--- src/rtl/cond_fork_n_buf_if.sv ---
// Bundle of the producer-side and consumer-side handshakes of cond_fork_n_buf.
// A token moves on a clock edge where its driver asserts i_drive (or the FIFO holds
// o_driveNext[k]) and the receiver asserts o_free (or i_freeNext[k]). A driver holds
// the token and its select mask stable until the token is taken.
interface cond_fork_n_buf_if #(
    parameter int N     = 2,
    parameter int WIDTH = 32,
    parameter int CNT_W = 16
);
    logic               i_drive;
    logic               o_free;
    logic [WIDTH-1:0]   i_data;
    logic [N-1:0]       i_valid;
    logic [N-1:0]       o_driveNext;
    logic [N-1:0]       i_freeNext;
    logic [N*WIDTH-1:0] o_data;
    logic [CNT_W-1:0]   o_drop_cnt;

    modport slave (
        input  i_drive, i_data, i_valid, i_freeNext,
        output o_free, o_driveNext, o_data, o_drop_cnt
    );

    modport master (
        output i_drive, i_data, i_valid, i_freeNext,
        input  o_free, o_driveNext, o_data, o_drop_cnt
    );
endinterface

--- src/rtl/cond_fork_n_buf.sv ---
// N-way conditional fork: each accepted token is copied into the FIFO of every
// selected branch (or only the lowest one), and tokens with no selected branch are counted as drops.
module cond_fork_n_buf #(
    parameter int N        = 2,
    parameter int WIDTH    = 32,
    parameter int DEPTH    = 4,
    parameter int SEL_MODE = 0,
    parameter int CNT_W    = 16
) (
    input logic              clk,
    input logic              rstn,
    cond_fork_n_buf_if.slave bus
);
    localparam int PTR_W = $clog2(DEPTH);
    localparam logic [PTR_W-1:0] PTR_ONE  = PTR_W'(1);
    localparam logic [PTR_W:0]   CNT_ONE  = (PTR_W + 1)'(1);
    localparam logic [PTR_W:0]   CNT_FULL = (PTR_W + 1)'(DEPTH);
    localparam logic [N-1:0]     SEL_ONE  = N'(1);
    localparam logic [CNT_W-1:0] DROP_ONE = CNT_W'(1);

    logic [N-1:0]       sel;
    logic [N-1:0]       full;
    logic [N-1:0]       empty;
    logic [N-1:0]       push;
    logic [N-1:0]       pop;
    logic               free;
    logic               drop;
    logic [CNT_W-1:0]   drop_cnt;
    logic [N*WIDTH-1:0] data_out;

    // In FIRST mode, v & -v isolates the lowest set bit of the mask.
    always_comb begin
        sel = bus.i_valid;
        if (SEL_MODE == 1) begin
            sel = bus.i_valid & (~bus.i_valid + SEL_ONE);
        end
    end

    // Acceptance looks only at registered counts, so a full branch blocks even while it pops.
    assign free = rstn & bus.i_drive & (&(~sel | ~full));
    assign push = {N{free}} & sel;
    assign drop = free & ~(|sel);
    assign pop  = ~empty & bus.i_freeNext;

    for (genvar k = 0; k < N; k++) begin : g_branch
        logic [WIDTH-1:0] mem [DEPTH];
        logic [PTR_W-1:0] wr_ptr;
        logic [PTR_W-1:0] rd_ptr;
        logic [PTR_W:0]   count;

        assign full[k]  = (count == CNT_FULL);
        assign empty[k] = (count == '0);

        always_ff @(posedge clk or negedge rstn) begin
            if (!rstn) begin
                wr_ptr <= '0;
                rd_ptr <= '0;
                count  <= '0;
            end else begin
                if (push[k]) wr_ptr <= wr_ptr + PTR_ONE;
                if (pop[k])  rd_ptr <= rd_ptr + PTR_ONE;
                case ({push[k], pop[k]})
                    2'b10:   count <= count + CNT_ONE;
                    2'b01:   count <= count - CNT_ONE;
                    default: count <= count;
                endcase
            end
        end

        // Storage needs no reset: a slot is only read after it has been written.
        always_ff @(posedge clk) begin
            if (push[k]) mem[wr_ptr] <= bus.i_data;
        end

        assign data_out[k*WIDTH +: WIDTH] = empty[k] ? '0 : mem[rd_ptr];
    end

    always_ff @(posedge clk or negedge rstn) begin
        if (!rstn) begin
            drop_cnt <= '0;
        end else if (drop && (drop_cnt != '1)) begin
            drop_cnt <= drop_cnt + DROP_ONE;
        end
    end

    assign bus.o_free      = free;
    assign bus.o_driveNext = ~empty;
    assign bus.o_data      = data_out;
    assign bus.o_drop_cnt  = drop_cnt;
endmodule

--- src/flat_wrapper.sv ---
// flat-port wrapper written by rule: the top's interface ports become plain ports
module cond_fork_n_buf_flat 
#(
    parameter int N        = 2,
    parameter int WIDTH    = 32,
    parameter int DEPTH    = 4,
    parameter int SEL_MODE = 0,
    parameter int CNT_W    = 16
)
  (clk, rstn, bus_i_drive, bus_i_data, bus_i_valid, bus_i_freeNext, bus_o_free, bus_o_driveNext, bus_o_data, bus_o_drop_cnt);
  cond_fork_n_buf_if #(.N(N), .WIDTH(WIDTH), .CNT_W(CNT_W)) bus_i ();
  input logic clk;
  input logic rstn;
  input wire logic [$bits(bus_i.i_drive)-1:0] bus_i_drive;
  input wire logic [$bits(bus_i.i_data)-1:0] bus_i_data;
  input wire logic [$bits(bus_i.i_valid)-1:0] bus_i_valid;
  input wire logic [$bits(bus_i.i_freeNext)-1:0] bus_i_freeNext;
  output wire logic [$bits(bus_i.o_free)-1:0] bus_o_free;
  output wire logic [$bits(bus_i.o_driveNext)-1:0] bus_o_driveNext;
  output wire logic [$bits(bus_i.o_data)-1:0] bus_o_data;
  output wire logic [$bits(bus_i.o_drop_cnt)-1:0] bus_o_drop_cnt;
  assign bus_i.i_drive = bus_i_drive;
  assign bus_i.i_data = bus_i_data;
  assign bus_i.i_valid = bus_i_valid;
  assign bus_i.i_freeNext = bus_i_freeNext;
  assign bus_o_free = bus_i.o_free;
  assign bus_o_driveNext = bus_i.o_driveNext;
  assign bus_o_data = bus_i.o_data;
  assign bus_o_drop_cnt = bus_i.o_drop_cnt;
  cond_fork_n_buf #(.N(N), .WIDTH(WIDTH), .DEPTH(DEPTH), .SEL_MODE(SEL_MODE), .CNT_W(CNT_W)) u_core (.clk(clk), .rstn(rstn), .bus(bus_i));
endmodule
--- config.mk ---
export PLATFORM = sky130hd
export DESIGN_NAME = cond_fork_n_buf_flat
export DESIGN_NICKNAME = d
export VERILOG_FILES = /design/src/rtl/cond_fork_n_buf_if.sv /design/src/rtl/cond_fork_n_buf.sv /design/src/flat_wrapper.sv
export SDC_FILE = /design/constraint.sdc
export NUM_CORES = 1
export LEC_CHECK = 0
export CAP_MARGIN = 0
export CORE_ASPECT_RATIO = 1.5
export CORE_UTILIZATION = 44
export CTS_CLUSTER_SIZE = 16
export DETAILED_ROUTE_END_ITERATION = 6
export SETUP_SLACK_MARGIN = 0.1
export SLEW_MARGIN = 40
export SYNTH_ARGS = -nofsm -noshare
export SYNTH_HDL_FRONTEND = slang
export SYNTH_SLANG_ARGS = --single-unit
--- constraint.sdc ---
create_clock -name clk -period 6.55 [get_ports clk]
set_clock_uncertainty 0.15 [all_clocks]
set_input_delay 1.965 -clock clk [delete_from_list [all_inputs] [get_ports clk]]
set_output_delay 1.965 -clock clk [all_outputs]
set_load 0.05 [all_outputs]
After elaboration in Yosys (flattened, before gate mapping)
Memory sizes are Yosys's and may differ from the RTL's.
Cells that the tools add are included.
Storage, ports and cells
  bits in registers: 30
  latch bits: 0
  memory bits (writable): 256
  memory bits (read-only): 0
  bits of input ports: 39
  output and inout port bits: 83
  memories: 2
Memory list
  u_core.g_branch[0].mem: depth 4, bits a word 32, rd ports 1, clocked after memory_dff 0, wr ports 1, line cond_fork_n_buf.sv:46  | logic [WIDTH-1:0] mem [DEPTH];
  u_core.g_branch[1].mem: depth 4, bits a word 32, rd ports 1, clocked after memory_dff 0, wr ports 1, line cond_fork_n_buf.sv:46
Operators by class
  add/sub/neg operators: 9
  multiply operators: 0
  divide/modulo/power cells: 0
  order comparisons: 0
  equal/unequal tests: 7
  shift-type cells: 0
  multiplexer cells: 8
  bitwise operators: 10
  reduce and logical (&&, ||, !) cells: 7
Operators by type and width (number)
  2-to-1 mux 32 bit: 2
  adder 16 x 1 -> 16 bit, second input constant: 1
  inequality test 16 bit, second input constant: 1
  case mux 3 bit (2 select lines): 2
  adder 2 x 1 -> 2 bit, second input constant: 4
  adder 3 x 1 -> 3 bit, second input constant: 2
  == test 3 bit, second input constant: 2
  logical NOT 3 bit: 2
  inverter 2 bit: 3
  subtractor 3 x 1 -> 3 bit, second input constant: 2
  bitwise AND 2 bit: 2
  == test 2 x 1 -> 1 bit, second input constant: 2
  == test 2 bit, second input constant: 2
  2-to-1 mux 1 bit: 4
  nonzero test 2 bit: 2
  bitwise AND 1 bit: 3
  OR 2 bit: 1
  AND reduction 2 bit: 1
  OR reduction 2 bit: 1
  logical AND 1 bit: 1
  inverter 1 bit: 1

Logic depth before layout (Yosys ltp)
Gate-level depths: netlist (run 1).
  depth after elaboration: 8
  mapped depth: 11

Least setup slack after synthesis (run 1)
OpenSTA, ideal clock, no wires.
  path type: in2out
  from: in bus_i_valid[0]
  to: out bus_o_free
  data arrival time: 2992 ps
  required time: 4435 ps
  slack: 1443 ps
  stages: 2
  cell sequence: nor4bb_1 -> a311oi_2
Between the ends
  cells in the longest elaborated chain, start to end: 4
Ends and longest elaborated chain
  from (decl): line flat_wrapper.sv:16  | input wire logic [$bits(bus_i.i_valid)-1:0] bus_i_valid;
  inverter 2 bit: line cond_fork_n_buf.sv:40  | assign free = rstn & bus.i_drive & (&(~sel | ~full));
  OR 2 bit: line cond_fork_n_buf.sv:40
  AND reduction 2 bit: line cond_fork_n_buf.sv:40
  bitwise AND 1 bit: line cond_fork_n_buf.sv:40
  to (decl): line flat_wrapper.sv:18  | output wire logic [$bits(bus_i.o_free)-1:0] bus_o_free;
Every way passes these cells.

Final worst setup path (run 1)
  from: in rstn
  to: out bus_o_free
Between the ends
  cells in the longest elaborated chain, start to end: 2
Ends and longest elaborated chain
  from (decl): line flat_wrapper.sv:13  | input logic rstn;
  bitwise AND 1 bit (2 in a row): line cond_fork_n_buf.sv:40
Every way passes these cells.

==> metrics.yaml, run 1 <==
grt_pass1_vias: 6236
tightest_slew_ns: 0.699
maxSlewViolCount: 0
num_vias: 5553
synthSimpleGateAreaFrac_pct: 6.79
postCtsSetupBuffers: 0
cp_top_family: "buffers and inverters"
cts_root_buf: "clkbuf_16"
synth_nets: 615
ir_drop_v: 0.000319
cts_tree: "done"
maxCapViolCount: 0
crit_arrival_ns: 3.39
cts_resized: 0
cts_hold_buffers: 0
wl_per_cell_um: 22.9
critPathSlowestCell: "clkdlybuf4s50_1"
ys_seq_area_share_pct: 74.6
synth_xor_area_share_pct: 1.78
grt_usage_pct: 18.6
die_w_um: 133
syn2layout_area_growth_pct: 21.6
synthTopCellsByArea: "edfxtp_1 68%, mux4_2 13%, dfrtp_1 6.6%, and2_1 3.9%, ha_1 1.2%"
reg2reg_depth: 9
ys.flop_type: "edfxtp_1"
powerDensity_nw_per_um2: 474
synth_compound_area_share_pct: 0.487
critPathBufInv: 2
synth_top_family_by_area: "multiplexers"
first_iter_violations: 399
rows: 71
synthMuxAreaShare_pct: 13.4
synth-seq-cells: 286
finalCritPeriodShare_pct: 84.0
synthAdderAreaFrac_pct: 1.57
ys_top_cells_by_count: "256 x edfxtp_1, 71 x and2_1, 64 x mux4_2, 30 x dfrtp_1, 16 x clkbuf_1"
gr-total-overflow: 0
worstSetupPathType: "primary input to primary output"
cp-end-kind: "primary output"
crit_fanout: 7
syn_area_um2: 11300
crit_chain: "clkdlybuf4s50_1 -> nand2_1 -> a311oi_2 -> buf_12"
max_slew_margin_pct: 53.4
min_path_type: "flop to flop"
final_net_count: 745
die-area_um2: 26400
status: "finished, final reports clean"
async_flop_share_pct: 10.5
syn_inst: 563
die_height_um: 198
drt_first_pass_iters: 4
antenna_found_initial: 1
power.leakage_nw: 4.59
rsz0062_at_grt: "no"
hold_violations: 0
ioPinCount: 122
initial_core_util_pct: 45.0
final_antenna_net_count: 0
fmax_ghz: 0.182
cts-htree-levels: 1
cts_buffers: 26
coreArea_um2: 25100
clock_path_buffers: 3
whs_ns: 0.353
viasPerCell: 5.35
clk_pin_slew_ns: 0.07
synth_edf_count: 256
final_layout_size_suffix_gt1_share_pct: 17.9
clock_latency_ns: 0.52
wl_mm: 23.8
routabilityCongestion: 0.722
setup_viol: 0
dpl.hpwl_mm: 13.6
multi_input_area_um2: 2750
period_minus_slack_ns: 5.50
hold-path-cell-count: 1
grt_max_degree: 35
netlist.area_leader.share_pct: 67.9
start_kind: "primary input"
worstPathRequired_ns: 4.43
yosys.cell_count.top_type: "edfxtp_1"
io_buffers: 121
cts_sinks: 286
drc: 0
yosysWarnings: 0
fillCellCount: 1945
synth_top_area_cell: "edfxtp_1"
regArea_um2: 8450
synth_cell_type_count: 34
cp_slowest_stage_delay_ns: 0.56
grt_pass1_wl_mm: 36.2
path_depth: 4
avgSynthCellArea_um2: 20.1
fin_setup_tns_ns: 0
## worst paths after layout
path	slack, ns	startpoint	to
min in group asynchronous	1.85	rstn	u_core.bus.o_drop_cnt[13]$_DFFE_PN0P_
hold reg to reg	0.35	u_core.bus.o_drop_cnt[6]$_DFFE_PN0P_	u_core.bus.o_drop_cnt[6]$_DFFE_PN0P_
max in group asynchronous	4.06	rstn	u_core.g_branch[1].rd_ptr[1]$_DFFE_PN0P_
setup reg to reg	3.99	u_core.g_branch[0].count[0]$_DFFE_PN0P_	u_core.g_branch[0].count[2]$_DFFE_PN0P_
setup / recovery	1.05	rstn	bus_o_free
hold / removal	0.35	u_core.bus.o_drop_cnt[6]$_DFFE_PN0P_	u_core.bus.o_drop_cnt[6]$_DFFE_PN0P_
## metal layers
layer	global-route usage [%]	share of wire (%)	vias up
li1	-	-	2468
met1	21.0	39	2919
met2	35.4	55	127
met3	3.03	4.0	39
met4	5.92	2.3	0
met5	0	0	-
## stage by stage
step | total power (W) | std cells | instance area, um2 | setup slack (ns) | util (%)
6_report | 0.00653 | 1038 | 13800 | 1.05 | 54.7
5_1_grt | 0.00679 | 1038 | 13800 | 0.973 | 54.7
4_1_cts | 0.00661 | 1037 | 13800 | 1.03 | 54.7
3_5_place_dp | 0.00512 | 993 | 12900 | 1.03 | 51.4
3_3_place_gp | 0.00508 | 993 | 12900 | 1.12 | 51.3
2_1_floorplan | 0.00420 | 563 | 11300 | 1.44 | -
## registers in the layout, indices dropped and copies added (netlist names)
register / flops
u_core.g_branch.rd_ptr: 4
u_core.g_branch.wr_ptr: 4
u_core.g_branch.mem: 256
u_core.bus.o_drop_cnt: 16
u_core.g_branch.count: 6
## cell usage in the layout (no fill, tap or decap), types with 2 or more instances in the layout
cell             count
o21ai_0              2
and2_4               4
dfrtp_2              2
nor3_1               2
xor2_1              12
mux4_2              64
mux2i_1              3
a31oi_1              2
inv_1               13
nor2_1               7
and2_1              67
a21oi_1              2
and3_4               4
or3_1                3
buf_4                6
clkinv_2             7
nor4_1               2
xnor2_1             11
clkbuf_16           27
and4_1               2
nand3_1             10
fa_1                 2
nand2_1              9
dfrtp_1             26
clkinv_1             7
dfrtp_4              2
mux2_2               3
bufinv_16            3
nor4_4               2
ha_1                11
nand4_1              5
clkdlybuf4s50_1    120
and3_1               2
edfxtp_1           256
## cells by family after synthesis
family | after synthesis
buffers and inverters | 38
DFF | 286
adders and majority gates | 13
xor gates and xnor gates | 23
muxes | 71
AOI/OAI and AO/OA | 8
and+or+nand+nor | 124
## final cells by class
type                       instances  share of cell area [%]
antenna                            1                  0.0182
clock buffer                      27                    4.91
clock inverter                    17                    1.10
inverter                          13                   0.355
multi-input combinational        239                    20.0
sequential                       286                    61.4
tap                              328                    2.98
timing repair buffer             127                    9.20
## power by group
part / switching [W] / internal (W)
Sequential: 0.000215 / 0.00214
Combinational: 0.00162 / 0.00106
Clock: 0.000627 / 0.000858
No activity file was read; power rests on OpenSTA's default activity.
==> run 2: changes to the inputs <==
clock period = 5.14 ns   (was 6.55 ns; I/O delays follow)
==> run 2 against run 1 <==
Worst setup slack lost 0.54 ns; flip-flop and latch count is the same; global-route usage about the same; core utilization grew 0.54 points; critical path depth unchanged; final cell count up 1.5%; largest cell class unchanged; critical path type unchanged; combinational power rose by 31%; largest power group unchanged.
==> metrics.yaml, run 2 (synthesized netlist as in run 1, its figures left out) <==
status: "finished, final reports clean"
clk_pin_slew_ns: 0.06
cts_sinks: 286
cp-end-kind: "primary output"
rows: 71
worstPathRequired_ns: 3.45
die_w_um: 133
crit_arrival_ns: 2.94
antenna_found_initial: 0
power.leakage_nw: 4.66
cts_root_buf: "clkbuf_16"
grt_pass1_vias: 6174
layout_common_cells: "256 x edfxtp_1, 120 x clkdlybuf4s50_1, 67 x and2_1"
die-area_um2: 26400
clock_latency_ns: 0.52
cts_tree: "done"
setup_viol: 0
coreArea_um2: 25100
multi_input_area_um2: 2730
wl_mm: 23.8
final_layout_size_suffix_gt1_share_pct: 19.4
regArea_um2: 8450
die_height_um: 198
grt_usage_pct: 18.6
num_vias: 5634
cts_resized: 0
fmax_ghz: 0.216
postCtsSetupBuffers: 0
cts_buffers: 26
syn2layout_area_growth_pct: 22.8
maxCapViolCount: 0
start_kind: "primary input"
drc: 0
clock_path_buffers: 3
period_minus_slack_ns: 4.63
gr-total-overflow: 0
initial_core_util_pct: 45.0
ioPinCount: 122
grt_max_degree: 34
first_iter_violations: 317
regMostFlops: "u_core.g_branch.mem"
io_buffers: 121
largest_reg_flops: 256
drt_first_pass_iters: 4
powerDensity_nw_per_um2: 599
min_path_type: "flop to flop"
ir_drop_v: 0.000318
cts_hold_buffers: 0
finalCritPeriodShare_pct: 90.0
fin_setup_tns_ns: 0
viasPerCell: 5.35
final_antenna_net_count: 0
rsz0062_at_grt: "no"
max_slew_margin_pct: 48.3
hold_violations: 0
tightest_slew_ns: 0.776
routabilityCongestion: 0.767
final_common_cell: "edfxtp_1"
cts-htree-levels: 1
maxSlewViolCount: 0
final_net_count: 758
grt_pass1_wl_mm: 36.3
worstSetupPathType: "primary input to primary output"
wl_per_cell_um: 22.6
dpl.hpwl_mm: 14.3
crit_fanout: 7
fillCellCount: 1955
whs_ns: 0.347
antennaDiodeCount: 0
## run 2: report_power, final
| group | switching, W | internal, W |
|---|---|---|
| clock network | 0.000813 | 0.00108 |
| logic | 0.00212 | 0.00138 |
| registers | 0.000202 | 0.00273 |
| total | 0.00314 | 0.00518 |
## run 2: layout make-up
type | instances | share of cell area [%]
Sequential cell | 286 | 60.8
Clock buffer | 34 | 5.13
Clock inverter | 14 | 0.919
Multi-Input combinational cell | 239 | 19.7
Tap cell | 328 | 2.95
Inverter | 13 | 0.351
Timing Repair Buffer | 140 | 10.2
## run 2: worst max-delay path, cell delays in order
cell	delay, ns
clkdlybuf4s50_1	0.57
nand2_1	0.13
a311oi_2	0.48
buf_12	0.21
## run 2: path summary, 6_finish.rpt
kind,startpoint,end,slack [ns],cells past startpoint
setup / recovery,rstn,bus_o_free,0.51,4
hold / removal,u_core.bus.o_drop_cnt[6]$_DFFE_PN0P_,u_core.bus.o_drop_cnt[6]$_DFFE_PN0P_,0.35,1
setup reg to reg,u_core.g_branch[1].count[2]$_DFFE_PN0P_,u_core.g_branch[1].count[2]$_DFFE_PN0P_,2.23,9
hold reg to reg,u_core.bus.o_drop_cnt[6]$_DFFE_PN0P_,u_core.bus.o_drop_cnt[6]$_DFFE_PN0P_,0.35,1
max in group asynchronous,rstn,u_core.g_branch[0].rd_ptr[1]$_DFFE_PN0P_,3.07,2
min in group asynchronous,rstn,u_core.g_branch[1].wr_ptr[1]$_DFFE_PN0P_,1.43,2
## run 2: metrics by stage
step / power, W / worst slack, ns / std cells / cell area (um2) / util [%]
after detailed placement: 0.00654 / 0.491 / 1006 / 13100 / 51.9
after global placement: 0.00650 / 0.554 / 1006 / 13000 / 51.9
after CTS: 0.00844 / 0.424 / 1054 / 13900 / 55.3
final: 0.00832 / 0.512 / 1054 / 13900 / 55.3
after floorplan: 0.00536 / 0.879 / 563 / 11300 / -
after global routing: 0.00868 / 0.338 / 1054 / 13900 / 55.3
## run 2: metal layers
layer | up-vias | part of all wire [%] | GRT usage [%]
met4 | 0 | 2.9 | 6.64
met5 | - | 0 | 0
met2 | 144 | 56 | 35.6
li1 | 2499 | - | -
met1 | 2950 | 36 | 20.8
met3 | 41 | 4.3 | 2.70
==> run 3: changes to the inputs <==
CORE_MARGIN = 4   (was default)
==> run 3 against run 2 <==
Die area rose by 7.7%; critical path depth did not move; clock power fell by 3%; via count about the same; global-route usage fell by 1.9 points; combinational power about the same; maximum frequency rose by 1.4%; core utilization shrank 0.22 points; sequential share of layout area about the same; critical endpoint is now bus_o_data[31].
==> metrics.yaml, run 3 (synthesized netlist as in run 1, its figures left out) <==
status: "finished, final reports clean"
cts_resized: 0
clk_pin_slew_ns: 0.06
syn2layout_area_growth_pct: 22.7
cts_root_buf: "clkbuf_16"
period_minus_slack_ns: 4.56
layout_common_cells: "256 x edfxtp_1, 120 x clkdlybuf4s50_1, 67 x and2_1"
die_height_um: 204
io_buffers: 121
final_layout_size_suffix_gt1_share_pct: 19.5
rrSetupSlack_ns: 2.58
placed_cells: 1011
maxCapViolCount: 0
min_path_type: "flop to flop"
rsz0062_at_grt: "no"
finalNonFillerCells: 1061
r2r-end: "u_core.g_branch[0].count[2]$_DFFE_PN0P_"
placed_area_um2: 13100
die_w_um: 139
ir_drop_v: 0.000339
final_common_cell: "edfxtp_1"
num_vias: 5629
drt_first_pass_iters: 4
rows: 71
first_iter_violations: 267
worstPathRequired_ns: 3.45
fmax_ghz: 0.219
tightest_slew_ns: 0.641
wl_mm: 23.5
largest_reg_flops: 256
postCtsSetupBuffers: 0
wl_per_cell_um: 22.2
ioPinCount: 122
initial_core_util_pct: 44.8
finalCritPeriodShare_pct: 88.8
clock_latency_ns: 0.52
gr-total-overflow: 0
startpoint: "u_core.g_branch[0].count[0]$_DFFE_PN0P_"
coreArea_um2: 25200
grt_pass1_vias: 6191
r2r-start: "u_core.g_branch[0].count[0]$_DFFE_PN0P_"
crit_arrival_ns: 2.87
max_slew_margin_pct: 57.3
worstSetupPathType: "flop to primary output"
regMostFlops: "u_core.g_branch.mem"
final_antenna_net_count: 0
reg2reg_depth: 8
fillCellCount: 1980
antennaDiodeCount: 0
place_ws_ns: 0.617
fin_setup_tns_ns: 0
final_net_count: 764
cts_tree: "done"
clock_path_buffers: 3
cp-end-kind: "primary output"
viasPerCell: 5.31
power.leakage_nw: 4.67
drc: 0
powerDensity_nw_per_um2: 596
grt_pass1_wl_mm: 36.8
grt_max_degree: 35
cts_hold_buffers: 0
antenna_found_initial: 1
maxSlewViolCount: 0
setup_viol: 0
grt_usage_pct: 16.7
setup_ws_ns: 0.575
cts-htree-levels: 1
setup.worst_path.end: "bus_o_data[31]"
cts_buffers: 27
cts_sinks: 286
crit_fanout: 19
dpl.hpwl_mm: 15.1
routabilityCongestion: 0.837
stdcell_area_um2: 13900
die-area_um2: 28400
hold_violations: 0
start_kind: "flop"
## run 3: critical path, stage by stage (launching register included)
cell	delay, ns
dfrtp_1	0.39
or3_1	0.53
buf_4	0.37
and2_1	0.23
clkdlybuf4s50_1	0.82
## run 3: stage by stage
step	hold slack, ns	power (W)	utilization, %
detailed placement	0.336	0.00656	51.8
CTS	0.353	0.00841	55.0
global placement	0.336	0.00651	51.8
finish	0.351	0.00828	55.0
global route	0.377	0.00866	55.0
floorplan	0.319	0.00536	-
## run 3: worst min-delay path by stage
| stage | startpoint | end | slack, ns | cells after the start |
|---|---|---|---|---|
| after detailed placement | u_core.bus.o_drop_cnt[6]$_DFFE_PN0P_ | u_core.bus.o_drop_cnt[6]$_DFFE_PN0P_ | 0.34 | 1 |
| after CTS | u_core.bus.o_drop_cnt[6]$_DFFE_PN0P_ | u_core.bus.o_drop_cnt[6]$_DFFE_PN0P_ | 0.35 | 1 |
| after global placement | u_core.bus.o_drop_cnt[6]$_DFFE_PN0P_ | u_core.bus.o_drop_cnt[6]$_DFFE_PN0P_ | 0.34 | 1 |
| after global routing | u_core.bus.o_drop_cnt[6]$_DFFE_PN0P_ | u_core.bus.o_drop_cnt[6]$_DFFE_PN0P_ | 0.38 | 1 |
| after floorplan | u_core.g_branch[0].count[2]$_DFFE_PN0P_ | u_core.g_branch[0].count[2]$_DFFE_PN0P_ | 0.32 | 1 |
| final | u_core.bus.o_drop_cnt[6]$_DFFE_PN0P_ | u_core.bus.o_drop_cnt[6]$_DFFE_PN0P_ | 0.35 | 1 |
## run 3: report_power, final
part | internal, W | switching (W) | total [W]
Combinational | 0.00139 | 0.00212 | 0.00351
Clock | 0.00102 | 0.000820 | 0.00184
Sequential | 0.00273 | 0.000197 | 0.00293
Total | 0.00514 | 0.00314 | 0.00828
## run 3: area by class of cell
type                       count  area [um2]  area share (%)
multi-input combinational    239        2730            19.7
clock inverter                17         121           0.874
clock buffer                  33         698            5.03
inverter                      13        48.8           0.351
sequential                   286        8450            60.8
timing repair buffer         145        1430            10.3
tap                          328         410            2.96
## run 3: routing by layer
metal / vias to the layer above / wire, um / track usage (%)
met5: - / 11 / 0
met3: 32 / 1070 / 2.60
met2: 144 / 12700 / 30.6
li1: 2511 / - / -
met4: 2 / 343 / 3.60
met1: 2940 / 9360 / 21.1
